File: config.mk
export PLATFORM = sky130hd
export DESIGN_NAME = pmod_port_mux_sync
export DESIGN_NICKNAME = d
export VERILOG_FILES = /design/src/rtl/pmod_mux_pkg.sv /design/src/rtl/pmod_in_sync.sv /design/src/rtl/pmod_port_mux_sync.sv
export SDC_FILE = /design/constraint.sdc
export NUM_CORES = 1
export LEC_CHECK = 0
export BUFFER_PORTS_ARGS = -buffer_cell sky130_fd_sc_hd__buf_4
export CORE_ASPECT_RATIO = 0.7
export CORE_MARGIN = 2
export CORE_UTILIZATION = 43
export CTS_CLUSTER_DIAMETER = 30
export DETAILED_ROUTE_END_ITERATION = 12
export PLACE_DENSITY = 0.75
export SYNTH_ARGS = -nofsm -noshare
export SYNTH_HDL_FRONTEND = slang
export SYNTH_SLANG_ARGS = --single-unit
File: constraint.sdc
create_clock -name clk -period 1.34 [get_ports clk]
set_input_delay 0.134 -clock clk [delete_from_list [all_inputs] [get_ports clk]]
set_output_delay 0.134 -clock clk [all_outputs]
set_load 0.02 [all_outputs]
File: src/rtl/pmod_mux_pkg.sv
// Shared definitions for the PMOD pin mux: mode encodings, FSM states, pad indices.
package pmod_mux_pkg;

    localparam logic [2:0] MODE_UART = 3'b000;
    localparam logic [2:0] MODE_SPI  = 3'b001;
    localparam logic [2:0] MODE_GPIO = 3'b010;
    localparam logic [2:0] MODE_I2C  = 3'b011;
    localparam logic [2:0] MODE_OFF  = 3'b111;

    typedef enum logic [1:0] {
        ST_ACTIVE = 2'd0,
        ST_DRAIN  = 2'd1,
        ST_SWITCH = 2'd2
    } state_t;

    // Pad indices; several functions share a pad depending on the mode
    localparam int PIN_SS   = 0;
    localparam int PIN_MOSI = 1;
    localparam int PIN_RX   = 1;
    localparam int PIN_MISO = 2;
    localparam int PIN_TX   = 2;
    localparam int PIN_SCL  = 2;
    localparam int PIN_SCK  = 3;
    localparam int PIN_SDA  = 3;

    // Any encoding with the top bit set collapses onto OFF
    function automatic logic [2:0] norm_mode(input logic [2:0] m);
        return m[2] ? MODE_OFF : m;
    endfunction

endpackage

File: src/rtl/pmod_in_sync.sv
// Multi-flop synchroniser for asynchronous pad inputs.
module pmod_in_sync #(
    parameter int WIDTH  = 8,
    parameter int STAGES = 2
) (
    input  logic             clk,
    input  logic             rst,
    input  logic [WIDTH-1:0] d,
    output logic [WIDTH-1:0] q
);

    logic [WIDTH-1:0] chain [STAGES];

    // Shift the raw pad value through the flop chain
    always_ff @(posedge clk) begin
        if (rst) begin
            for (int i = 0; i < STAGES; i++) chain[i] <= '0;
        end else begin
            chain[0] <= d;
            for (int i = 1; i < STAGES; i++) chain[i] <= chain[i-1];
        end
    end

    assign q = chain[STAGES-1];

endmodule

File: src/rtl/pmod_port_mux_sync.sv
// Registered PMOD pad mux with a drain/guard handshake on every mode change.
module pmod_port_mux_sync
    import pmod_mux_pkg::*;
#(
    parameter int PINS         = 8,
    parameter int GUARD_CYCLES = 4,
    parameter int SYNC_STAGES  = 2
) (
    input  logic            clk,
    input  logic            rst,
    input  logic [2:0]      mode_req,
    input  logic            mode_req_valid,
    output logic            mode_ack,
    output logic [2:0]      mode_active,
    output logic            busy,
    input  logic            uart_tx,
    output logic            uart_rx,
    input  logic            spi_ss,
    input  logic            spi_mosi,
    input  logic            spi_sck,
    output logic            spi_miso,
    input  logic            i2c_scl_o,
    input  logic            i2c_sda_o,
    output logic            i2c_scl_i,
    output logic            i2c_sda_i,
    input  logic [PINS-1:0] gpio_out,
    input  logic [PINS-1:0] gpio_dir,
    output logic [PINS-1:0] gpio_in,
    output logic [PINS-1:0] pin_o,
    output logic [PINS-1:0] pin_oe,
    input  logic [PINS-1:0] pin_i
);

    localparam int CNT_W = $clog2(GUARD_CYCLES + 1);

    state_t          state, state_nxt;
    logic [2:0]      mode_nxt;
    logic [2:0]      req_lat, req_lat_nxt;
    logic [CNT_W-1:0] cnt, cnt_nxt;
    logic            ack_nxt;
    logic [PINS-1:0] pad_o_nxt, pad_oe_nxt;
    logic [PINS-1:0] sync_q;
    logic [2:0]      req_norm;
    logic            in_active;

    assign req_norm = norm_mode(mode_req);

    // FSM, mode, guard counter and ack registers
    always_ff @(posedge clk) begin
        if (rst) begin
            state       <= ST_ACTIVE;
            mode_active <= MODE_OFF;
            req_lat     <= MODE_OFF;
            cnt         <= '0;
            mode_ack    <= 1'b0;
        end else begin
            state       <= state_nxt;
            mode_active <= mode_nxt;
            req_lat     <= req_lat_nxt;
            cnt         <= cnt_nxt;
            mode_ack    <= ack_nxt;
        end
    end

    // Next-state logic: same-mode requests ack at once, others drain then switch
    always_comb begin
        state_nxt   = state;
        mode_nxt    = mode_active;
        req_lat_nxt = req_lat;
        cnt_nxt     = cnt;
        ack_nxt     = 1'b0;
        case (state)
            ST_ACTIVE: begin
                if (mode_req_valid) begin
                    if (req_norm == mode_active) begin
                        ack_nxt = 1'b1;
                    end else begin
                        req_lat_nxt = req_norm;
                        cnt_nxt     = '0;
                        state_nxt   = ST_DRAIN;
                    end
                end
            end
            ST_DRAIN: begin
                if (cnt == CNT_W'(GUARD_CYCLES - 1)) state_nxt = ST_SWITCH;
                else                                 cnt_nxt   = cnt + 1'b1;
            end
            ST_SWITCH: begin
                mode_nxt  = req_lat;
                ack_nxt   = 1'b1;
                state_nxt = ST_ACTIVE;
            end
            default: state_nxt = ST_ACTIVE;
        endcase
    end

    // Pad map computed from the upcoming state so the new mode drives on the ack cycle
    always_comb begin
        pad_o_nxt  = '0;
        pad_oe_nxt = '0;
        if (state_nxt == ST_ACTIVE) begin
            case (mode_nxt)
                MODE_UART: begin
                    pad_oe_nxt[PIN_TX] = 1'b1;
                    pad_o_nxt[PIN_TX]  = uart_tx;
                end
                MODE_SPI: begin
                    pad_oe_nxt[PIN_SS]   = 1'b1;
                    pad_oe_nxt[PIN_MOSI] = 1'b1;
                    pad_oe_nxt[PIN_SCK]  = 1'b1;
                    pad_o_nxt[PIN_SS]    = spi_ss;
                    pad_o_nxt[PIN_MOSI]  = spi_mosi;
                    pad_o_nxt[PIN_SCK]   = spi_sck;
                end
                MODE_GPIO: begin
                    pad_oe_nxt = ~gpio_dir;
                    pad_o_nxt  = gpio_out;
                end
                MODE_I2C: begin
                    // Open drain: only ever pull low, release to let the bus float high
                    pad_oe_nxt[PIN_SCL] = ~i2c_scl_o;
                    pad_oe_nxt[PIN_SDA] = ~i2c_sda_o;
                end
                default: ;
            endcase
        end
    end

    // Registered pad outputs
    always_ff @(posedge clk) begin
        if (rst) begin
            pin_o  <= '0;
            pin_oe <= '0;
        end else begin
            pin_o  <= pad_o_nxt;
            pin_oe <= pad_oe_nxt;
        end
    end

    pmod_in_sync #(
        .WIDTH  (PINS),
        .STAGES (SYNC_STAGES)
    ) u_in_sync (
        .clk (clk),
        .rst (rst),
        .d   (pin_i),
        .q   (sync_q)
    );

    // Peripheral inputs see the pads only while their mode is settled and driving
    assign busy      = (state != ST_ACTIVE);
    assign in_active = (state == ST_ACTIVE);
    assign gpio_in   = sync_q;
    assign uart_rx   = (in_active && mode_active == MODE_UART) ? sync_q[PIN_RX]   : 1'b1;
    assign spi_miso  = (in_active && mode_active == MODE_SPI)  ? sync_q[PIN_MISO] : 1'b0;
    assign i2c_scl_i = (in_active && mode_active == MODE_I2C)  ? sync_q[PIN_SCL]  : 1'b1;
    assign i2c_sda_i = (in_active && mode_active == MODE_I2C)  ? sync_q[PIN_SDA]  : 1'b1;

endmodule

* Yosys cells after proc, flatten, opt, wreduce, memory -nomap -nowiden
Memories as Yosys holds them, arrays and structs flattened.
Cells that the tools add are included.
** Word-level totals
- Memories kept :: 1
- Bits of input ports :: 36
- Register bits after elaboration :: 28
- Bits in writable memories :: 16
- Output and inout bits :: 33
- Word-level logic and storage cells :: 72
** Memories
- u_in_sync.chain :: depth 2, width 8, rd ports 2, clocked after memory_dff 0, wr ports 2, RTL line pmod_in_sync.sv:12 : logic [WIDTH-1:0] chain [STAGES];
** Operators by class
- Bitwise operators :: 8
- Add/subtract/negate cells :: 1
- Muxes and demuxes :: 28
- Equality and inequality tests :: 12
- Reductions and logical operators :: 13
** Operators with widths (number)
- 2-to-1 mux 8 bit :: 2
- 2-to-1 mux 3 bit :: 5
- equality test 3 x 2 -> 1 bit, second input constant :: 4
- one-hot mux 2 bit (2 select lines) :: 3
- 2-to-1 mux 1 bit :: 9
- inverter 8 bit :: 1
- equality test 3 x 1 -> 1 bit, second input constant :: 2
- logical NOT 3 bit :: 2
- 2-to-1 mux 2 bit :: 3
- inequality test 2 bit, second input constant :: 3
- one-hot mux 1 bit (2 select lines) :: 3
- one-hot mux 1 bit (3 select lines) :: 2
- one-hot mux 3 bit (2 select lines) :: 1
- inverter 1 bit :: 5
- logical NOT 2 bit :: 2
- AND reduction 4 bit :: 1
- nonzero test 2 bit :: 2
- adder 3 x 1 -> 3 bit, second input constant :: 1
- equality test 3 bit :: 1
- logical AND 1 bit :: 3
- AND reduction 3 bit :: 1
- OR reduction 3 bit :: 1
- equality test 2 x 1 -> 1 bit, second input constant :: 1
- equality test 2 bit, second input constant :: 1
- other kinds (2) :: 3

* Depth between registers and ports, before layout
Gate-level depths: netlist of run 1.
- Depth after elaboration :: 8
- Mapped depth :: 7
- Mapped depth without buffers :: 6

* Cells and area by module
From an unflattened synthesis of run 1, not the netlist that was laid out.
** Unflattened totals
- Cells, all modules :: 173
- Area total of the unflattened synthesis :: 1741.7 sq um
** By module, submodules not included
- pmod_port_mux_sync :: area an instance 1217.4 sq um, instances 1, cells an instance 132, seq. area each 560.5 sq um
- pmod_in_sync :: area an instance 524.3 sq um, instances 1, cells an instance 41, seq. area each 320.3 sq um

* Worst setup path before layout of run 1
Ideal clock, no wire load.
- Path type :: register to register
- Start point :: reg mode_active[0]
- End point :: reg req_lat[0]
- Period minus slack after synthesis :: 1.573 ns
- Slack :: -0.233 ns
- Path buffers :: 1
- Cell stages (with the launch flop) :: 6
- Data arrival time :: 1.502 ns
- Cells stage by stage :: dfxtp_1 > buf_2 > xor2_1 > o311ai_4 > nor2_1 > mux2i_1
** Between the ends
- Cells in the longest elaborated chain, start to end :: 3
** Ends and longest elaborated chain
- from (decl) :: RTL line pmod_port_mux_sync.sv:14 : output logic [2:0] mode_active,
- from (signal assigned) :: RTL line pmod_port_mux_sync.sv:58 : mode_active <= mode_nxt;
- equality test 3 bit :: RTL line pmod_port_mux_sync.sv:75 : if (req_norm == mode_active) begin
- inverter 1 bit (no source line)
- AND reduction 3 bit (no source line)
- to (signal assigned) :: RTL line pmod_port_mux_sync.sv:59 : req_lat <= req_lat_nxt;
- to (decl) :: RTL line pmod_port_mux_sync.sv:38 : logic [2:0] req_lat, req_lat_nxt;
Every way passes these cells.
A chain may end at the register's enable or synchronous reset.

* Worst setup path after layout of run 1
- Start point :: reg state[0]
- End point :: out uart_rx
** Between the ends
- Cells in the longest elaborated chain, start to end :: 3
** Ends and longest elaborated chain
- from (decl) :: RTL line pmod_port_mux_sync.sv:36 : state_t state, state_nxt;
- from (signal assigned) :: RTL line pmod_port_mux_sync.sv:57 : state <= state_nxt;
- logical NOT 2 bit :: RTL line pmod_port_mux_sync.sv:152 : assign in_active = (state == ST_ACTIVE);
- logical AND 1 bit :: RTL line pmod_port_mux_sync.sv:154 : assign uart_rx = (in_active && mode_active == MODE_UART) ? sync_q[PIN_RX] : 1'b1;
- 2-to-1 mux 1 bit :: RTL line pmod_port_mux_sync.sv:154
- to (decl) :: RTL line pmod_port_mux_sync.sv:17 : output logic uart_rx,
Every way passes these cells.

==> results.md, run 1 <==
* Outcome: finished, violations left
* Failing checks: setup timing
* Top cell type's share of synthesized area at 0.5011
* FMAX at just under 0.6 GHz
* GP Congestion at 0.7591
* Syn_area_per_cell at 10.10 um2
* Tightest Hold Check Type: in2reg
* Crit path max fanout at 4
* Launch point of the worst reg-to-reg path: state[0]$_SDFF_PP0_
* Worst slew pin tran at 0.3155 ns
* Max_cap viols at 0
* Syn nets at 212
* I/O Buffers at 68
* Die area at 4624 um2
* Commonest non-fill, non-tap cells in the layout: buf_4, dfxtp_1, nor2b_1
* Slew margin rel. at 0.7887
* Congestion Overflow GR at 0
* Reg clk slew, reported paths at 0.08 ns
* Critical path required time at 1.21 ns
* Share of layout cells above drive strength 1 at 0.5000
* Leak at 0.001183 uW
* Final Max Tran Viols at 0
* CTS tree: done
* Worst R2R End: pin_o[1]$_SDFF_PP0_
* Layout Nets at 299
* R2r worst-path depth at 6
* Post-Synthesis Cells at 174
* Clock Latency Late Sink at 0.29 ns
* Fin Setup TNS at -3.834 ns
* Ports at between 60 and 70
* Worst Setup Path Type: reg2out
* Clock sink count at 44
* DRC at 0
* Arr. time, crit path at ~1.6 ns
* Setup violators final at 30
* Initial antenna violation count at 0
* Post-synthesis sequential element count at 44
* Core area at 3923 um2
* Final Skew at about 0.004 ns
* Ratio of final minimum period to clock period at 1.290
* Initial DRT Pass Iterations at 4
* Final hold vios at 0
* GRT Util Overall at 0.1919
* Die Width at between 80 and 90 um
* Post-DRT Antenna Nets at 0
* Post-synth ARST share at 0
* Vias in the first global route at 1466
* Routed wire length per instance at 14.11 um
* R2R setup slack at -0.21 ns
* Setup ws final at -0.3882 ns
* PwrDens at 917.8 nW/um2
* Area leader, netlist: dfxtp_1
* Post-synth cell types at 36
* Clock buffer count from CTS at 5
* Synth area leaders: dfxtp_1, nor2b_1, mux2i_1, buf_4, nor3_1
* Vias at around 1500
* H-tree depth at 2
* Drt first-iter violations at 102
* Ys flop type: dfxtp_1
* CTS Buffer Depth at 2
* Critical path origin: state[0]$_SDFF_PP0_
* Largest net degree at the start of global routing at 18
* Initial core utilization at 0.4482
* Post-DP HPWL at around 3000 um
* Setup crit start kind: flop
* First-pass GRT wire length at 6713 um
* Yosys warns at 0
* Dpl ws at -0.1229 ns
* Die Ht at between 50 and 60 um
* Synthesis-to-layout area growth at 55.30%
* Crit path capture type: output port
* Commonest non-fill, non-tap cell in the layout: buf_4
* Post-synthesis sequential area ratio at 0.5011
* RSZ-0062 raised after global routing: yes
* Crit path capture: uart_rx
* Number of flops mapped to enable cells by yosys at 0
* # rows at 19
* Hold path cells at 2
* Cell Area, Synth at 1758 um2
* Post-Route WL at 4429 um
* Min cycle time layout at 1.728 ns
* VDD IR max at a little over 0.5 mV
* Clock root cell: clkbuf_8
* Ant diodes at 0
* Vias per std cell at 4.924
how the worst min path moves through the flow:
stage | slack [ns] | endpoint | start
floorplan | 0.21 | u_in_sync.chain[0][0]$_SDFF_PP0_ | rst
global placement | 0.30 | pin_oe[6]$_SDFF_PP0_ | gpio_dir[6]
detailed placement | 0.30 | pin_oe[4]$_SDFF_PP0_ | gpio_dir[4]
CTS | 0.04 | u_in_sync.chain[0][4]$_SDFF_PP0_ | pin_i[4]
global route | 0.03 | u_in_sync.chain[0][4]$_SDFF_PP0_ | pin_i[4]
finish | 0.04 | u_in_sync.chain[0][4]$_SDFF_PP0_ | pin_i[4]
through the flow:
step                      total power (uW)  hold WS [ns]  cells  cell area (um2)    util
after CTS                             2504       0.03718    312             2661  0.6785
after global placement                1634        0.2982    296             2417  0.6163
after floorplan                       1510        0.2056    174             1824       -
final                                 2506       0.04436    314             2730  0.6960
after detailed placement              1638        0.3014    296             2417  0.6163
after global routing                  2615       0.02983    314             2730  0.6960
cell families (layout without fill, tap and decap cells):
group / count (synthesis) / count (layout) / synth area share
adder cells (fa/ha/maj): 2 / 2 / 0.01423
multiplexers: 12 / 12 / 0.07117
AO/OA/AOI/OAI: 24 / 24 / 0.1061
buffers and inverters: 20 / 108 / 0.06619
flip-flops: 44 / 44 / 0.5011
XOR/XNOR: 2 / 2 / 0.01424
AND/OR/NAND/NOR: 70 / 70 / 0.2270
area by class of cell:
type                    instances  area [um2]
inverters                       2       7.507
multi-input cells             110       884.6
flip-flops and latches         44       895.9
clock inverters                 1       7.507
fillers                       299        1192
clock buffers                   7       86.33
well taps                      52       65.06
repair buffers                 98       783.3
timing repair:
item	in CTS	in global routing
pin swaps	6	2
setup buffers	4	2
gates resized for setup	20	13
endpoints found under the setup margin	28	30
hold endpoints to repair	4	0
hold buffers	4	0
Yosys cell counts (4+ instances only):
cell / number
dfxtp_1: 44
nor2b_1: 17
nor2_1: 13
buf_4: 10
nor3_1: 10
mux2i_1: 8
a21oi_1: 7
clkbuf_1: 5
nand2b_1: 5
nand3b_1: 5
and3_1: 4
mux2_2: 4
or3_1: 4
power breakdown:
group / internal (uW) / switching (uW) / total, uW
clock network: 419 / 440 / 859
registers: 1330 / 13.2 / 1350
logic: 175 / 126 / 301
per-layer routing:
layer,vias up,global-route usage,share of wire
met5,-,0,0
met4,0,0.1017,0.021
met3,9,0.04747,0.047
met2,41,0.3012,0.50
met1,731,0.2458,0.43
li1,765,-,-
worst max-delay path: stages, from the launching register on:
cell and delay [ns]:
dfxtp_2 0.32, or3_4 0.41, or4_4 0.42, buf_6 0.14
state kept, by name, indices dropped and copies added (netlist names):
signal	flops
pin_oe	8
cnt	3
req_lat	3
mode_ack	1
mode_active	3
pin_o	8
state	2
u_in_sync.chain	16
(Power assumes the default switching activity.)
==> inputs of run 2 (changes only) <==
--- a/config.mk
+++ b/config.mk
@@ -12,6 +12,7 @@
 export CTS_CLUSTER_DIAMETER = 30
 export DETAILED_ROUTE_END_ITERATION = 12
 export PLACE_DENSITY = 0.75
+export RECOVER_POWER = 100
 export SYNTH_ARGS = -nofsm -noshare
 export SYNTH_HDL_FRONTEND = slang
 export SYNTH_SLANG_ARGS = --single-unit
==> run 2 against run 1 <==
  * Clock power barely moved
  * Total power fell by 0.29%
  * Clock skew rose by 0.0013 ns
  * Critical endpoint unchanged
  * Sequential power barely moved
  * Largest cell class unchanged
  * First-iteration DRC count fell by 8.8%
  * Setup slack barely moved
  * Core utilization fell by 2.7 points
  * The run still ends with setup timing left
==> results.md, run 2 (synthesized netlist as in run 1, its figures left out) <==
* Worst Setup Path Type: reg2out
* Leak at approximately 0.0011 uW
* GP Congestion at approximately 0.76
* Max_cap viols at 0
* Largest net degree at the start of global routing at 18
* Fin area at 2624 um2
* Ports at 69
* Max reg flops at 16
* R2R setup slack at -0.21 ns
* Die Ht at between 50 and 60 um
* Vias at 1545
* DRC at 0
* Clock root cell: clkbuf_8
* Critical Path, Cell by Cell: or3_4, or4_4, buf_6
* Crit path max fanout at 4
* Placed cell count at 296
* Initial antenna violation count at 0
* Congestion Overflow GR at 0
* Reg clk slew, reported paths at about 0.080 ns
* RSZ-0062 raised after global routing: yes
* Layout Cells excl Fill at 314
* Ratio of final minimum period to clock period at 1.289
* Worst slew pin tran at 0.7116 ns
* Final Power at 2499 uW
* FMAX at about 0.58 GHz
* Critical path required time at about 1.2 ns
* Most flop-heavy register: u_in_sync.chain
* Synthesis-to-layout area growth at 49.25%
* Failing checks: setup timing
* PwrDens at ~950 nW/um2
* CTS tree: done
* Final hold vios at 0
* Core area at 3923 um2
* First-pass GRT wire length at 6713 um
* Post-layout util at 0.6689
* Vias per std cell at 4.920
* Drt first-iter violations at 93
* Tightest Hold Check Type: in2reg
* Slew margin rel. at 0.5256
* Initial core utilization at 0.4482
* Clock buffer count from CTS at 5
* Max incr delay on CP at 0.42 ns
* Vias in the first global route at 1466
* Commonest non-fill, non-tap cells in the layout: buf_4, dfxtp_1, clkbuf_1
* Arr. time, crit path at 1.59 ns
* Layout Nets at 299
* # rows at 19
* Post-DP HPWL at 2966 um
* Outcome: finished, violations left
* Share of layout cells above drive strength 1 at 0.3969
* Routed wire length per instance at between 10 and 15 um
* Die Width at 80.42 um
* Die area at 4624 um2
* I/O Buffers at 68
* Post-Route WL at 4421 um
* Crit-path slowest cell: or4_4
* Crit path capture type: output port
* Clock Latency Late Sink at 0.30 ns
* Min cycle time layout at 1.728 ns
* Initial DRT Pass Iterations at 4
* Largest regs: u_in_sync.chain (16), pin_o (8), pin_oe (8)
* VDD IR max at 0.5070 mV
* Dpl ws at -0.1229 ns
* Setup violators final at 30
* Final Skew at 0.005297 ns
* Clock sink count at 44
* Commonest non-fill, non-tap cell in the layout: buf_4
* GRT Util Overall at 0.1919
* Final Max Tran Viols at 0
* Post-DRT Antenna Nets at 0
* Setup crit start kind: flop
* Setup ws final at -0.3878 ns
* Post-DP Area at 2417 um2
* Ant diodes at 0
* CTS Buffer Depth at 2
* H-tree depth at 2
==> run 2: timing repair <==
item	CTS	global route
endpoints found under the hold margin	4	0
setup buffers	4	2
hold buffers	4	0
gates resized for setup	20	13
endpoints found under the setup margin	28	30
pin swaps	6	2
==> run 2: per-stage QoR <==
step | TNS (ns) | hold WS, ns
after global routing | -6.109 | 0.02983
final | -3.925 | 0.04337
after global placement | -1.188 | 0.2982
after floorplan | -1.782 | 0.2056
after detailed placement | -1.939 | 0.3014
after CTS | -3.546 | 0.03718
==> run 2: where the power goes <==
part	total, uW	switching [uW]	internal, uW
sequential	1350	12.7	1330
combinational	290	126	164
clock	861	442	419
total	2500	581	1920
==> run 2: final timing paths <==
kind,start,to,cells after the start
worst max-delay path,state[0]$_SDFF_PP0_,uart_rx,3
worst min-delay path,pin_i[4],u_in_sync.chain[0][4]$_SDFF_PP0_,2
worst max register to register,state[0]$_SDFF_PP0_,pin_o[1]$_SDFF_PP0_,6
worst min register to register,u_in_sync.chain[0][5]$_SDFF_PP0_,u_in_sync.chain[0][13]$_SDFF_PP0_,1
==> run 2: metal layers <==
| layer | share of wire | wire length, um | global-route usage | vias up |
|---|---|---|---|---|
| met4 | 0.021 | 93 | 0.1017 | 0 |
| met5 | 0 | 0 | 0 | - |
| met3 | 0.050 | 222 | 0.04747 | 9 |
| li1 | - | - | - | 765 |
| met2 | 0.50 | 2199 | 0.3012 | 40 |
| met1 | 0.43 | 1906 | 0.2458 | 731 |
==> run 2: layout make-up <==
cell class,count,area (um2)
fill,323,1299
clock buffer,7,86.33
timing repair buffer,98,680.7
clock inverter,1,7.507
multi-input combinational,110,884.6
inverter,2,7.507
sequential,44,892.1
tap,52,65.06
==> run 2: critical path: cells and delay by family (launching register included) <==
kind | cells | cell delay [ns]
buffers and inverters | 1 | 0.14
flip-flops | 1 | 0.32
AND/OR/NAND/NOR | 2 | 0.82
